File: config.mk
export PLATFORM = sky130hd
export DESIGN_NAME = ir_packet_sequencer
export DESIGN_NICKNAME = d
export VERILOG_FILES = /design/src/rtl/ir_packet_sequencer.sv
export SDC_FILE = /design/constraint.sdc
export NUM_CORES = 1
export LEC_CHECK = 0
export CAP_MARGIN = 20
export CORE_MARGIN = 8
export CORE_UTILIZATION = 40
export DETAILED_ROUTE_END_ITERATION = 6
export PLACE_DENSITY = 0.56
export SYNTH_ARGS = -nofsm -noshare
export SYNTH_HDL_FRONTEND = slang
export SYNTH_SLANG_ARGS = --single-unit
File: constraint.sdc
create_clock -name CLK -period 4.4 [get_ports CLK]
set_input_delay 0.66 -clock CLK [delete_from_list [all_inputs] [get_ports CLK]]
set_output_delay 0.66 -clock CLK [all_outputs]
set_load 0.03 [all_outputs]
File: src/rtl/ir_packet_sequencer.sv
// IR remote packet scheduler: periodic launch, per-colour region FSM and carrier gating onto IR_LED.
// CARRIER_DIV divides the carrier period (1 in silicon; larger values shorten simulation).
module ir_packet_sequencer #(
  parameter int unsigned PKT_PERIOD  = 5000000,
  parameter bit          GAP_EN      = 1'b1,
  parameter int unsigned CARRIER_DIV = 1
) (
  input  logic       CLK,
  input  logic       RST,
  input  logic [3:0] COLOUR_SEL,
  input  logic [3:0] COMMAND,
  output logic       IR_LED,
  output logic       BUSY,
  output logic       PKT_DONE
);

  localparam int unsigned PW = (PKT_PERIOD > 1) ? $clog2(PKT_PERIOD) : 1;
  localparam int unsigned CW = 11;
  localparam int unsigned RW = 8;

  localparam logic [2:0] S_IDLE   = 3'd0;
  localparam logic [2:0] S_START  = 3'd1;
  localparam logic [2:0] S_CARSEL = 3'd2;
  localparam logic [2:0] S_RIGHT  = 3'd3;
  localparam logic [2:0] S_LEFT   = 3'd4;
  localparam logic [2:0] S_BACK   = 3'd5;
  localparam logic [2:0] S_FWD    = 3'd6;
  localparam logic [2:0] S_GAP    = 3'd7;

  // Per-colour tables, index 0 = blue, 1 = yellow, 2 = green, 3 = red
  localparam logic [3:0][CW-1:0] CAR_P     = {11'd1389, 11'd1333, 11'd1250, 11'd1389};
  localparam logic [3:0][RW-1:0] START_LEN = {8'd192, 8'd88, 8'd88, 8'd191};
  localparam logic [3:0][RW-1:0] GAP_LEN   = {8'd24, 8'd40, 8'd40, 8'd25};
  localparam logic [3:0][RW-1:0] CSEL_LEN  = {8'd24, 8'd44, 8'd22, 8'd47};
  localparam logic [3:0][RW-1:0] ASRT_LEN  = {8'd48, 8'd44, 8'd44, 8'd47};
  localparam logic [3:0][RW-1:0] DASRT_LEN = {8'd24, 8'd22, 8'd22, 8'd22};

  logic [PW-1:0] cnt_q, cnt_d;
  logic [2:0]    state_q, state_d;
  logic [2:0]    gap_idx_q, gap_idx_d;
  logic [1:0]    colour_q, colour_d;
  logic [3:0]    cmd_q, cmd_d;
  logic [CW-1:0] car_q, car_d;
  logic [RW-1:0] reg_q, reg_d;
  logic          ir_led_q, ir_led_d;
  logic          busy_q, busy_d;
  logic          pkt_done_q, pkt_done_d;

  logic          tick_c;
  logic [1:0]    colour_enc_c;
  logic [CW-1:0] per_c;
  logic [CW-1:0] per_next_c;
  logic          wrap_c;
  logic [RW-1:0] len_c;
  logic          last_c;

  always_comb begin
    cnt_d  = (cnt_q == PW'(PKT_PERIOD - 1)) ? '0 : cnt_q + PW'(1);
    tick_c = (cnt_d == PW'(PKT_PERIOD - 1));

    if (COLOUR_SEL[0])      colour_enc_c = 2'd0;
    else if (COLOUR_SEL[1]) colour_enc_c = 2'd1;
    else if (COLOUR_SEL[2]) colour_enc_c = 2'd2;
    else                    colour_enc_c = 2'd3;

    per_c  = CW'(32'(CAR_P[colour_q]) / CARRIER_DIV);
    wrap_c = (car_q == per_c - CW'(1));

    case (state_q)
      S_START:  len_c = START_LEN[colour_q];
      S_GAP:    len_c = GAP_LEN[colour_q];
      S_CARSEL: len_c = CSEL_LEN[colour_q];
      S_RIGHT:  len_c = cmd_q[3] ? ASRT_LEN[colour_q] : DASRT_LEN[colour_q];
      S_LEFT:   len_c = cmd_q[2] ? ASRT_LEN[colour_q] : DASRT_LEN[colour_q];
      S_BACK:   len_c = cmd_q[1] ? ASRT_LEN[colour_q] : DASRT_LEN[colour_q];
      S_FWD:    len_c = cmd_q[0] ? ASRT_LEN[colour_q] : DASRT_LEN[colour_q];
      default:  len_c = RW'(1);
    endcase
    last_c = wrap_c && (reg_q == len_c - RW'(1));
  end

  // Region sequencing: bursts advance through a gap (when enabled) tagged with the preceding burst
  always_comb begin
    state_d    = state_q;
    gap_idx_d  = gap_idx_q;
    colour_d   = colour_q;
    cmd_d      = cmd_q;
    car_d      = car_q;
    reg_d      = reg_q;
    busy_d     = busy_q;
    pkt_done_d = 1'b0;

    if (state_q == S_IDLE) begin
      car_d = '0;
      reg_d = '0;
      if (tick_c && (COLOUR_SEL != 4'd0)) begin
        colour_d = colour_enc_c;
        cmd_d    = COMMAND;
        state_d  = S_START;
        busy_d   = 1'b1;
      end
    end else begin
      car_d = wrap_c ? '0 : car_q + CW'(1);
      if (wrap_c) reg_d = reg_q + RW'(1);
      if (last_c) begin
        reg_d = '0;
        if (state_q == S_GAP) begin
          if (gap_idx_q == S_FWD) begin
            state_d    = S_IDLE;
            busy_d     = 1'b0;
            pkt_done_d = 1'b1;
          end else begin
            state_d = gap_idx_q + 3'd1;
          end
        end else if (GAP_EN) begin
          state_d   = S_GAP;
          gap_idx_d = state_q;
        end else if (state_q == S_FWD) begin
          state_d    = S_IDLE;
          busy_d     = 1'b0;
          pkt_done_d = 1'b1;
        end else begin
          state_d = state_q + 3'd1;
        end
      end
    end

    // LED follows the carrier of the region entered on this edge
    per_next_c = CW'(32'(CAR_P[colour_d]) / CARRIER_DIV);
    ir_led_d   = (state_d != S_IDLE) && (state_d != S_GAP) &&
                 (car_d < (per_next_c >> 1));
  end

  always_ff @(posedge CLK) begin
    if (RST) begin
      cnt_q      <= '0;
      state_q    <= S_IDLE;
      gap_idx_q  <= S_IDLE;
      colour_q   <= 2'd0;
      cmd_q      <= 4'd0;
      car_q      <= '0;
      reg_q      <= '0;
      ir_led_q   <= 1'b0;
      busy_q     <= 1'b0;
      pkt_done_q <= 1'b0;
    end else begin
      cnt_q      <= cnt_d;
      state_q    <= state_d;
      gap_idx_q  <= gap_idx_d;
      colour_q   <= colour_d;
      cmd_q      <= cmd_d;
      car_q      <= car_d;
      reg_q      <= reg_d;
      ir_led_q   <= ir_led_d;
      busy_q     <= busy_d;
      pkt_done_q <= pkt_done_d;
    end
  end

  assign IR_LED   = ir_led_q;
  assign BUSY     = busy_q;
  assign PKT_DONE = pkt_done_q;

endmodule

======== After elaboration in Yosys (flattened, before gate mapping) ========
Index checks and enable logic that the tools add are counted.
storage, ports and cells
  flip-flop bits (word level) ............. 57
  input port bits ......................... 10
  output and inout bits ................... 3
  logic and storage cells ................. 89
operators by class
  $add $sub $neg .......................... 6
  magnitude comparators ................... 3
  equality and inequality tests ........... 14
  multiplexer cells ....................... 38
  bitwise logic cells ..................... 3
  reduce and logical (&&, ||, !) cells .... 15
operators with widths
  operator                                            count
  binary-select mux 8 bit (select 2 bit)              5
  two-way mux 8 bit                                   9
  case mux 8 bit (7 select lines)                     1
  == test 23 bit, second input constant               2
  binary-select mux 11 bit (select 2 bit)             2
  two-way mux 11 bit                                  4
  adder 23 x 1 -> 23 bit, second input constant       1
  two-way mux 23 bit                                  1
  == test 3 bit, second input constant                5
  two-way mux 3 bit                                   5
  adder 11 x 1 -> 11 bit, second input constant       1
  == test 11 bit                                      1
  < comparator 11 x 10 -> 1 bit                       1
  subtractor 11 x 1 -> 11 bit, second input constant  1
  adder 8 x 1 -> 8 bit, second input constant         1
  == test 8 bit                                       1
  two-way mux 2 bit                                   4
  subtractor 8 x 1 -> 8 bit, second input constant    1
  two-way mux 1 bit                                   7
  == test 3 x 2 -> 1 bit, second input constant       2
  < comparator 2 x 3 -> 1 bit, second input constant  2
  nonzero test 2 bit                                  3
  logical AND 1 bit                                   4
  AND reduction 4 bit                                 1
  12 further kinds                                    14

======== Depth between registers and ports, before layout ========
  depth in word-level cells ............... 12
  mapped depth ............................ 19
  mapped depth without buffers ............ 18

======== Worst setup path after synthesis ========
OpenSTA, ideal clock, no wires.
  kind .................................... reg2reg
  from .................................... reg cnt_q[3]
  to ...................................... reg ir_led_q (netlist: IR_LED)
  library setup time ...................... 0.086 ns
  arrival time ............................ 3.952 ns
  data required time ...................... 4.314 ns
  slack ................................... 0.363 ns
  stages on the path, launching flop included .. 18
  path buffers ............................ 0
  period minus slack after synthesis ...... 4.037 ns
  cell sequence ........................... dfxtp_1 -> and3_1 -> and4_1 -> and3_1 -> nor2b_1 -> nand2_1 -> o31a_1 -> o22a_1 -> nor4_4 -> mux2i_1 -> inv_1 -> ha_1 -> ha_1 -> a21o_1 -> a211oi_1 -> nor4_1 -> o32a_1 -> a211oi_1
between the ends
  longest elaborated chain between the ends .. 10
  elaborated cells on any way between the ends .. 16
  classes of those cells .................. add/sub (1); order compare (1); eq/ne (3); mux (7); reduce/logical (4)
ends and longest elaborated chain
  element                                                          RTL line  RTL
  from (decl)                                                      38        logic [PW-1:0] cnt_q, cnt_d;
  from (signal assigned)                                           147       cnt_q <= cnt_d;
  adder 23 x 1 -> 23 bit / == test 23 bit (equally long branches)  58        cnt_d = (cnt_q == PW'(PKT_PERIOD - 1)) ? '0 : cnt_q + PW'(1);
  two-way mux 23 bit *                                             58
  == test 23 bit *                                                 59        tick_c = (cnt_d == PW'(PKT_PERIOD - 1));
  logical AND 1 bit *                                              96        if (tick_c && (COLOUR_SEL != 4'd0)) begin
  two-way mux 2 bit *                                              96
  two-way mux 2 bit *                                              93        if (state_q == S_IDLE) begin
  via colour_d[0]                                                  41        logic [1:0] colour_q, colour_d;
  binary-select mux 11 bit (select 2 bit) *                        129       per_next_c = CW'(32'(CAR_P[colour_d]) / CARRIER_DIV);
  two-way mux 11 bit (not written as such) *                       129
  < comparator 11 x 10 -> 1 bit *                                  131       (car_d < (per_next_c >> 1));
  logical AND 1 bit *                                              130       ir_led_d = (state_d != S_IDLE) && (state_d != S_GAP) &&
  to (signal assigned)                                             154       ir_led_q <= ir_led_d;
  to (decl)                                                        45        logic ir_led_q, ir_led_d;
Mark *: on every way through the listed nets, which the timed path passes. The rest lies on a longest branch. The select of a mux whose other input is x is not followed.
A chain may end at the register's enable or synchronous reset.

======== Worst setup path in the final report ========
  from .................................... reg cnt_q[3]
  to ...................................... reg ir_led_q (netlist: IR_LED)
between the ends
  longest elaborated chain between the ends .. 10
  elaborated cells on any way between the ends .. 16
  classes of those cells .................. add/sub (1); order compare (1); eq/ne (3); mux (7); reduce/logical (4)
ends and longest elaborated chain
  element                                                          RTL line
  adder 23 x 1 -> 23 bit / == test 23 bit (equally long branches)  58
  two-way mux 23 bit *                                             58
  == test 23 bit *                                                 59
  logical AND 1 bit *                                              96
  two-way mux 2 bit                                                96
  two-way mux 2 bit                                                93
  binary-select mux 11 bit (select 2 bit)                          129
  two-way mux 11 bit (not written as such)                         129
  < comparator 11 x 10 -> 1 bit                                    131
  logical AND 1 bit *                                              130
Mark *: on every way between the ends. The rest lies on a longest branch, timed or not. The select of a mux whose other input is x is not followed.

==> key figures <==
Status
  – Outcome: completed

Pwr
  – PwrDens: 263 nW/um^2
  – Worst vdd ir: 0.176 mV
  – Leakage: 0.00161 uW

STA
  – Achievable Freq: roughly 240 MHz
  – Final setup margin: between 0.2 and 0.3 ns
  – Final Skew: 0.0115 ns
  – Fin crit period: between 4 and 5 ns
  – Worst slew margin: between 40% and 50%
  – Final slew viol count: 0
  – Setup TNS: 0 ns
  – Worst Tran Pin Value: between 0.8 and 0.9 ns
  – Final Cycle Share: 94.0%
  – Setup-failing EPs final: 0
  – Final hold vios: 0

Setup path
  – Worst-path fanout max: 6
  – CP top delay family: simple AND/OR/NAND/NOR gates
  – Arr. time, crit path: between 4 and 5 ns
  – CP Cell Sequence: and3_1 -> and4_4 -> and3_1 -> nor2b_2 -> nand2_1 -> o31a_1 -> o22a_1 -> or4_4 -> nor3_2 -> a21oi_2 -> ha_1 -> ha_1 -> a21o_1 -> a211oi_1 -> nor4_1 -> o32a_1 -> a211oi_1
  – Crit path largest cell delay: between 0.5 and 0.6 ns
  – Crit. path cell count: 17
  – Worst Path Buf+Inv: 0
  – CP required: between 4 and 5 ns
  – Crit path capture type: flip-flop
  – Worst Setup Path Type: flip-flop to flip-flop
  – Type of origin of the critical path: flip-flop
  – R2R depth: 17
  – Critical-path top delay cell: or4_4

Detailed routing
  – Residual DRC count: 0
  – DR pass1 iterations: 4
  – Vias: ~3.4k
  – DRT antenna net count: 0
  – WL per Instance: 14.3 um
  – Vias/cell: between 5 and 6
  – 1st-iter DRT viols: between 150 and 200
  – Routed WL: around 9100 um

Cells and area
  – FF+latch area: roughly 1100 um^2
  – Multi-input gate area: approximately 2600 um^2
  – Fill cells: between 900 and 1k
  – Ant. Diodes: 0
  – Layout area overhead: 15.3%
  – Fin util: 46.9%
  – Share of cells above drive strength 1: approximately 13%
  – NumNets Final: about 530
  – Finished Layout Cells: 640
  – Final Instance Area: about 4500 um^2

Global route
  – GRT Total Usage: around 14%
  – Vias in the first global route: roughly 3.3k
  – First-pass GRT wire length: 15,500 um
  – Antenna violations before repair: 0
  – Largest net degree at the start of global routing: 24
  – Gr ovfl total: 0

Logic synthesis
  – Synthesized cell area: between 3000 and 4000 um^2
  – Post-Synth Adder-Cell Area: under 10%
  – Largest area contributor in the netlist: dfxtp_1
  – Mux cell area share after synthesis: under 10%
  – Synth cell types: 76
  – #FFs+latches synth: 57
  – Syn Inst Count: 482
  – Synth Area in Compound Gates: roughly 15%
  – Area share of the largest cell type after synthesis: between 20% and 30%
  – Synth warn: 0
  – Simple-Gate Fraction of Synth Area: between 20% and 30%
  – Mean Syn Cell Area: 8.14 um^2
  – Largest family of logic cells by synthesized area: simple AND/OR/NAND/NOR gates
  – Synth Area in XOR/XNOR: roughly 11%
  – Synthesized Nets: about 510
  – Asr flop ratio synth: 0%
  – Count leader, synth: nor2_1
  – Top cells by count, synth: nor2_1 (63), dfxtp_1 (57), nand2_1 (33), xnor2_1 (27)
  – Dominant cells by area after synthesis: dfxtp_1 (29%), ha_1 (6.7%), nor2_1 (6.0%)
  – Number of enable flip-flop cells after synthesis: 0
  – Top_reg_cell synth: dfxtp_1
  – Register area share after synthesis: 29.1%

Die
  – Die Area: between 10,000 and 15,000 um^2
  – Row count: 36
  – Top Ports: 13
  – DIE WIDTH: 115 um
  – Die H: ~120 um
  – Initial Util: about two fifths
  – Core Footprint: slightly below 10,000 um^2

Clock tree
  – Worst-skew pair later-pin latency: 0.33 ns
  – TritonCTS clock tree: done
  – Hold buffers post-CTS: 0
  – CTS max path bufs: 2
  – Clock sinks: 57
  – Clock-pin slew on the worst setup and hold paths: approximately 0.07 ns
  – CTS buffer count: 9
  – H-tree depth: 3
  – Clk root buf: clkbuf_8

Place
  – # port buffers: 12
  – Dpl cells: a little over 600
  – Detailed Place HPWL: roughly 7000 um
  – RePlAce Congestion: about 0.86
  – Post-Place Worst Slack: ~0.057 ns
  – Area after DPL: around 4200 um^2

Min path
  – Class of the worst hold path: flip-flop to flip-flop
  – Hold path cells: 1

Flow run
  – Max-cap violations: 0
## power breakdown
group | internal (uW) | switching (uW)
Combinational | 20.1 | 22.2
Sequential | 521 | 6.91
Clock | 409 | 210
## area by class of cell
type / count / area share, %
clock buffer: 12 / 3.43
clock inverter: 4 / 2.18
inverter: 25 / 2.13
multi-input combinational: 380 / 57.8
sequential: 57 / 25.3
tap: 133 / 3.68
timing repair buffer: 29 / 5.47
## cell families (layout without fill, tap and decap cells)
| family | count (synthesis) | count (layout) |
|---|---|---|
| DFF | 57 | 57 |
| xor gates and xnor gates | 50 | 50 |
| muxes | 14 | 14 |
| AOI/OAI and AO/OA | 78 | 78 |
| adders and majority gates | 22 | 22 |
| buffers and inverters | 45 | 70 |
| and+or+nand+nor | 216 | 216 |
## layer usage
layer	vias to the layer above	routed length, um	part of all wire [%]	track usage (%)
met4	0	104	1.1	3.77
met5	-	0	0	0
met3	8	324	3.5	3.41
met1	1603	4260	47	17.5
met2	55	4440	49	24.8
li1	1740	-	-	-
## layout by cell type (no fill, tap or decap), types with 17 or more instances in the layout
cell     count
a21oi_1     19
buf_4       17
dfxtp_1     55
ha_1        20
inv_1       23
nand2_1     33
nor2_1      62
nor3_1      19
xnor2_1     27
xor2_1      23
## final timing paths
path,startpoint,to,slack (ns)
worst min register to register,cnt_q[0]$_SDFF_PP0_,cnt_q[0]$_SDFF_PP0_,0.50
worst min-delay path,cnt_q[0]$_SDFF_PP0_,cnt_q[0]$_SDFF_PP0_,0.50
worst max register to register,cnt_q[3]$_SDFF_PP0_,IR_LED$_SDFF_PP0_,0.27
worst max-delay path,cnt_q[3]$_SDFF_PP0_,IR_LED$_SDFF_PP0_,0.27
## sequential cells by signal, summed over array words and instances, names as in the netlist
signal	flops
BUSY	1
IR_LED	1
PKT_DONE	1
car_q	11
cmd_q	4
cnt_q	23
colour_q	2
gap_idx_q	3
reg_q	8
state_q	3
## what timing repair did
item	in CTS	in global routing
endpoints found under the setup margin	0	1
setup buffers	0	1
resized for setup	0	12
## through the flow
stage	hold slack [ns]	power (uW)
3_3_place_gp	0.469	580
3_5_place_dp	0.480	581
4_1_cts	0.499	1200
5_1_grt	0.555	1240
2_1_floorplan	0.445	563
6_report	0.501	1190
Note: power is estimated with default switching activity, not from simulation.
